File: src/rtl/wb_mem_bridge.sv
// Wishbone 128-bit line port to 32-bit word memory bridge.
// Splits each line access into four word beats with retry on a stalled memory.
//
// Ports:
//   clk, rst            clock, asynchronous active-high reset
//   CYC, STB, WE        wishbone cycle / strobe / write-enable from master
//   SEL, ADR, DAT_M     line byte enables, byte address, write line
//   DAT_S, ACK, RTY     read line, transfer done, transfer abandoned
//   mem_addr/read/write word request to memory (held until mem_resp)
//   mem_wdata/byte_en   write word and its byte enables
//   mem_rdata, mem_resp read word and word-complete strobe
module wb_mem_bridge #(
  parameter int RTY_LIMIT = 255
) (
  input  logic         clk,
  input  logic         rst,
  input  logic         CYC,
  input  logic         STB,
  input  logic         WE,
  input  logic [15:0]  SEL,
  input  logic [31:0]  ADR,
  input  logic [127:0] DAT_M,
  output logic [127:0] DAT_S,
  output logic         ACK,
  output logic         RTY,
  output logic [31:0]  mem_addr,
  output logic         mem_read,
  output logic         mem_write,
  output logic [31:0]  mem_wdata,
  output logic [3:0]   mem_byte_en,
  input  logic [31:0]  mem_rdata,
  input  logic         mem_resp
);

  localparam int WW = $clog2(RTY_LIMIT + 1);
  localparam logic [WW-1:0] WaitMax = WW'(RTY_LIMIT - 1);

  typedef enum logic [1:0] {
    IDLE,
    BEAT,
    ACK_S,
    RTY_S
  } state_t;

  state_t         state_q, state_d;
  logic [27:0]    line_q, line_d;
  logic           we_q, we_d;
  logic [15:0]    sel_q, sel_d;
  logic [127:0]   wdat_q, wdat_d;
  logic [127:0]   buf_q, buf_d;
  logic [127:0]   dat_q, dat_d;
  logic [1:0]     beat_q, beat_d;
  logic [WW-1:0]  wait_q, wait_d;
  logic           abort_q, abort_d;

  logic [3:0]     be_w;
  logic           skip_w;
  logic           done_w;
  logic           unused_adr;

  assign unused_adr = ^ADR[3:0];

  assign be_w   = sel_q[{beat_q, 2'b00} +: 4];
  // A write beat with no enabled bytes never reaches memory.
  assign skip_w = we_q & (be_w == 4'h0);
  assign done_w = skip_w | mem_resp;

  // State register
  always_ff @(posedge clk or posedge rst) begin
    if (rst) begin
      state_q <= IDLE;
      line_q  <= '0;
      we_q    <= 1'b0;
      sel_q   <= '0;
      wdat_q  <= '0;
      buf_q   <= '0;
      dat_q   <= '0;
      beat_q  <= '0;
      wait_q  <= '0;
      abort_q <= 1'b0;
    end else begin
      state_q <= state_d;
      line_q  <= line_d;
      we_q    <= we_d;
      sel_q   <= sel_d;
      wdat_q  <= wdat_d;
      buf_q   <= buf_d;
      dat_q   <= dat_d;
      beat_q  <= beat_d;
      wait_q  <= wait_d;
      abort_q <= abort_d;
    end
  end

  // Next-state
  always_comb begin
    state_d = state_q;
    line_d  = line_q;
    we_d    = we_q;
    sel_d   = sel_q;
    wdat_d  = wdat_q;
    buf_d   = buf_q;
    dat_d   = dat_q;
    beat_d  = beat_q;
    wait_d  = wait_q;
    abort_d = abort_q;
    unique case (state_q)
      IDLE: begin
        if (CYC && STB) begin
          line_d  = ADR[31:4];
          we_d    = WE;
          sel_d   = SEL;
          wdat_d  = DAT_M;
          beat_d  = '0;
          wait_d  = '0;
          abort_d = 1'b0;
          state_d = BEAT;
        end
      end
      BEAT: begin
        // A master that drops CYC gets its current beat finished silently.
        abort_d = abort_q | ~CYC;
        if (done_w) begin
          wait_d = '0;
          beat_d = beat_q + 2'd1;
          if (!we_q) begin
            buf_d[{beat_q, 5'b0} +: 32] = mem_rdata;
          end
          if (abort_d) begin
            state_d = IDLE;
          end else if (beat_q == 2'd3) begin
            state_d = ACK_S;
            if (!we_q) begin
              dat_d = buf_d;
            end
          end
        end else if (wait_q == WaitMax) begin
          wait_d  = '0;
          state_d = abort_d ? IDLE : RTY_S;
        end else begin
          wait_d = wait_q + 1'b1;
        end
      end
      ACK_S: state_d = IDLE;
      RTY_S: state_d = IDLE;
    endcase
  end

  // Outputs
  always_comb begin
    mem_addr    = '0;
    mem_wdata   = '0;
    mem_byte_en = '0;
    mem_read    = 1'b0;
    mem_write   = 1'b0;
    if (state_q == BEAT) begin
      mem_addr    = {line_q, beat_q, 2'b00};
      mem_wdata   = wdat_q[{beat_q, 5'b0} +: 32];
      mem_byte_en = be_w;
      mem_read    = ~we_q;
      mem_write   = we_q & ~skip_w;
    end
    ACK   = (state_q == ACK_S);
    RTY   = (state_q == RTY_S);
    DAT_S = dat_q;
  end

endmodule

File: config.mk
export PLATFORM = sky130hd
export DESIGN_NAME = wb_mem_bridge
export DESIGN_NICKNAME = d
export VERILOG_FILES = /design/src/rtl/wb_mem_bridge.sv
export SDC_FILE = /design/constraint.sdc
export NUM_CORES = 1
export LEC_CHECK = 0
export BUFFER_PORTS_ARGS = -buffer_cell sky130_fd_sc_hd__buf_2
export CAP_MARGIN = 20
export CORE_ASPECT_RATIO = 1.2
export CORE_MARGIN = 4
export CORE_UTILIZATION = 40
export DETAILED_ROUTE_END_ITERATION = 16
export SLEW_MARGIN = 0
export SYNTH_ARGS = -nofsm -noshare
export SYNTH_HDL_FRONTEND = slang
export SYNTH_SLANG_ARGS = --single-unit
File: constraint.sdc
create_clock -name clk -period 21.4 [get_ports clk]
set_clock_uncertainty 0.05 [all_clocks]
set_input_delay 6.42 -clock clk [delete_from_list [all_inputs] [get_ports clk]]
set_output_delay 6.42 -clock clk [all_outputs]
set_load 0.005 [all_outputs]
* After elaboration in Yosys (flattened, before gate mapping)
Cells that the tools add are included.
Word-level totals: bits in registers 442, bits of input ports 214, output and inout port bits 200, logic and storage cells 68
Operators by class: add/subtract/negate cells 3, eq/ne operators 9, shifts and indexed selects 4, multiplexer cells 23, bitwise gates (word level) 8, reductions and logical operators 11
Operators with widths (count):
- 128-bit bitwise mux | 1
- 128-bit two-way mux | 1
- 32-bit by 9-bit variable shift with 128-bit output (first input constant) | 1
- 128-bit by 8-bit indexed part select with 32-bit output | 1
- 32-bit by 9-bit indexed part select with 128-bit output | 1
- 32-bit two-way mux | 2
- 8-bit two-way mux | 3
- 2-bit two-way mux | 8
- 8-bit case mux with 2 select lines | 1
- 16-bit by 5-bit indexed part select with 4-bit output | 1
- 7-bit negator with 9-bit output | 1
- 8-bit by 1-bit adder with 8-bit output (second input constant) | 1
- 8-bit equality test (second input constant) | 1
- 2-bit equality test (second input constant) | 3
- 2-bit case mux with 3 select lines | 1
- 2-bit AND reduction | 3
- 3-bit AND reduction | 2
- 5-bit AND reduction | 1
- 4-bit logical NOT | 1
- 4-bit two-way mux | 1
- 2-bit != test (second input constant) | 2
- 4-bit != test (second input constant) | 1
- 1-bit inverter | 4
- 2-bit case mux with 2 select lines | 1
- other kinds (11) | 15

* Longest topological paths before layout
depth in word-level cells 6, depth in mapped cells 10, mapped depth without buffers 6

* Worst setup path after synthesis
OpenSTA, ideal clock, no wires.
kind reg-to-output, from reg beat_q[0], to out mem_write, arrival 1687 ps, required time 14930 ps, setup slack 13243 ps, cell stages (with the launch flop) 6, buffers on the path 2, cell sequence dfrtp_1 -> buf_6 -> mux4_2 -> nor4_4 -> buf_6 -> nor2_1
On the way: longest elaborated chain between the ends 6
Ends and longest elaborated chain:
- start, declared | line 52 | logic [1:0] beat_q, beat_d;
- start signal, assigned | line 89 | beat_q <= beat_d;
- 16-bit by 5-bit indexed part select with 4-bit output | line 63 | assign be_w = sel_q[{beat_q, 2'b00} +: 4];
- 4-bit logical NOT | line 65 | assign skip_w = we_q & (be_w == 4'h0);
- 1-bit bitwise AND | line 65
- 1-bit inverter | line 161 | mem_write = we_q & ~skip_w;
- 1-bit bitwise AND | line 161
- 1-bit two-way mux | line 156 | if (state_q == BEAT) begin
- end, declared | line 28 | output logic mem_write,
Every way passes these cells.

* Worst setup path after layout
Same ends and word-level chain as after synthesis.

==> results.sh <==
export IMPL_ctsRootBufferMaster="clkbuf_16"
export IMPL_p_leak_nw=11.7
export IMPL_ios=414
export IMPL_slowest_stage="dfrtp_2"
export IMPL_worst_slew_pin_slew_ns=0.987
export IMPL_grt_max_degree=257
export IMPL_antenna_found_initial=21
export IMPL_area_growth_pct=21.3
export IMPL_synth_edf_count=0
export IMPL_status="completed"
export IMPL_cts_buffer_depth=3
export IMPL_setup_violations=0
export IMPL_std_cell_rows=87
export IMPL_clk_pin_slew_ns=0.06
export IMPL_cp_start_kind="flip-flop"
export IMPL_path_class="reg -> out"
export IMPL_coreArea_um2=46900
export IMPL_power_density_nw_per_um2=135
export IMPL_vdd_drop_max_mv=0.0665
export IMPL_cts_num_sinks=442
export IMPL_hold_viol_final=0
export IMPL_grt_overflow_total=0
export IMPL_netlist_instances=1858
export IMPL_synthArstFlopShare_pct=100
export IMPL_port_buffers=407
export IMPL_max_stage_delay_ns=0.73
export IMPL_mostFrequentLayoutCells="656 x nand2_1, 440 x dfrtp_1, 407 x buf_2, 133 x a22o_1, 129 x o21ai_0"
export IMPL_wl_per_cell_um=19.5
export IMPL_yosysWarnings=0
export IMPL_die_w_um=207
export IMPL_yosysSeqAreaShare_pct=58.5
export IMPL_routed_wl_met3_mm=4.25
export IMPL_wl_met2_mm=26.9
export IMPL_fin_crit_ns=9.49
export IMPL_grt_usage_pct=21.6
export IMPL_drc=0
export IMPL_drt_wl_total_mm=55.3
export IMPL_synth_seq_cells=442
export IMPL_cts_buffers=48
export IMPL_synth_top_flop_cell="dfrtp_1"
export IMPL_max_slew_margin_rel_pct=34.2
export IMPL_die_h_um=246
export IMPL_path_cells="mux4_1, nor4_4, nor2_1, buf_2"
export IMPL_grt_pass1_vias=15100
export IMPL_via_count=14900
export IMPL_clock_tree_htree_level_count=2
export IMPL_grt_pass1_wl_mm=86.8
export IMPL_postCtsHoldBufs=0
export IMPL_syn_area_per_cell_um2=10.2
export IMPL_whs_ns=0.414
export IMPL_gp_congestion=0.786
export IMPL_cts_tree="yes"
export IMPL_cts_setup_buffers=0
export IMPL_ant_nets=0
export IMPL_ys_types=51
export IMPL_initial_utilization_pct=40.3
export IMPL_cts_resized=0
export IMPL_clock_fmax_mhz=105
export IMPL_viasPerCell=5.25
export IMPL_end_kind="output port"
export IMPL_arrival_ns=3.02
export IMPL_crit_family="simple AND/OR/NAND/NOR gates"
export IMPL_dieArea_um2=50900
export IMPL_firstDrtPassIters=5
export IMPL_drive_gt1_share_pct=25.4
export IMPL_layout_nets=2384
export IMPL_synth_area_um2=18900
export IMPL_rsz0062_at_grt="no"
export IMPL_stdcell_count=2832
export IMPL_placedCellCount=2733
export IMPL_finalMaxSlewViolations=0
export IMPL_cp_max_fo=16
export IMPL_drt_initial_drc_count=975
export IMPL_insertion_delay_ns=0.58
export IMPL_setup_tns_final_ns=0
export IMPL_place_hpwl_mm=35.0
export IMPL_crit_required_ns=14.93
export IMPL_wl_met1_mm=22.8
export IMPL_final_common_cell="nand2_1"
export IMPL_highest_layer="met5"
export IMPL_drv_cap=0
export IMPL_min_path_type="reg -> reg"
export IMPL_fin_crit_sh_pct=44.3
export IMPL_crit_buf_inv=1
final cells by class:
| cell class | count | area (um^2) |
|---|---|---|
| timing repair buffer | 431 | 2280 |
| inverter | 6 | 30.0 |
| antenna | 11 | 27.5 |
| multi-input combinational | 1233 | 7200 |
| fill | 4449 | 24000 |
| tap | 623 | 779 |
| clock inverter | 13 | 143 |
| clock buffer | 73 | 1430 |
| sequential | 442 | 11100 |
logic make-up (layout without fill, tap and decap cells):
family                   Yosys count  in the layout  share of synthesized area (%)
flip-flops                       442            442                           58.5
buffers and inverters            184            523                           3.91
XOR/XNOR                           4              4                          0.185
AND/OR/NAND/NOR                  778            778                           17.3
adder cells (fa/ha/maj)            8              8                          0.529
AO/OA/AOI/OAI                    404            404                           15.3
other                              1             13                         0.0198
multiplexers                      37             37                           4.36
worst register-to-register path, cell delays in order, from the launching register on:
cell      delay, ns
dfrtp_2        0.73
buf_4          0.60
clkinv_1       0.53
ha_1           0.57
nor4b_4        0.28
buf_4          0.46
and3_1         0.72
buf_4          0.41
a22o_1         0.20
path summary, 6_finish.rpt:
path                            start          to  slack [ns]  cells past startpoint
min                        line_q[14]  line_q[14]        0.41                      2
max in group asynchronous         rst   DAT_S[90]       12.97                      5
min reg2reg                line_q[14]  line_q[14]        0.41                      2
max reg2reg                 beat_q[0]    buf_q[5]       16.78                      8
max                         beat_q[0]   mem_write       11.91                      4
min in group asynchronous         rst    sel_q[3]        5.75                      2
stage by stage:
stage | cell area [um^2] | setup WS [ns] | power (W) | util (%)
4_1_cts | 22900 | 11.79 | 0.00315 | 48.7
2_1_floorplan | 18900 | 2.61 | 0.00194 | -
6_report | 22900 | 11.91 | 0.00311 | 48.9
5_1_grt | 22900 | 11.67 | 0.00332 | 48.9
3_5_place_dp | 21300 | 12.21 | 0.00230 | 45.4
3_3_place_gp | 21300 | 12.25 | 0.00228 | 45.4
state kept, by name, summed over array words and instances, names as in the netlist:
register / count
wait_q: 8
abort_q: 1
state_q: 2
buf_q: 128
we_q: 1
beat_q: 2
sel_q: 16
DAT_S: 128
wdat_q: 128
line_q: 28
metal layers:
metal | vias to the layer above | track usage (%)
met5 | - | 0
met3 | 93 | 6.73
met1 | 7373 | 27.9
li1 | 6966 | -
met2 | 412 | 35.4
met4 | 22 | 6.03
synthesized netlist by cell type (all sizes together) (2+ instances only):
master   number  share of area (%)
a2111oi       2              0.099
a22o        133                6.2
a22oi       128                5.1
a31oi         2              0.066
and2         67                2.2
and3          5               0.17
buf          31               0.88
clkbuf      147                2.9
dfrtp       442                 58
ha            8               0.53
inv           5              0.099
mux4         36                4.3
nand2       656                 13
nand2b        7               0.23
nand3         4               0.11
nand4         7               0.23
nor2         12               0.24
nor2b         3              0.099
nor3          2              0.053
nor3b         2              0.079
nor4          3               0.26
nor4b         3               0.24
o21ai       129                3.4
xnor2         3               0.14
report_power, final:
group	internal, W	leakage (nW)	switching (W)	total (W)
logic	0.000445	5.05	0.000515	0.000960
registers	0.00114	5.85	0.000184	0.00132
clock network	0.000483	0.767	0.000340	0.000823
total	0.00207	11.7	0.00104	0.00311
Power figures use the tool's default switching activity.
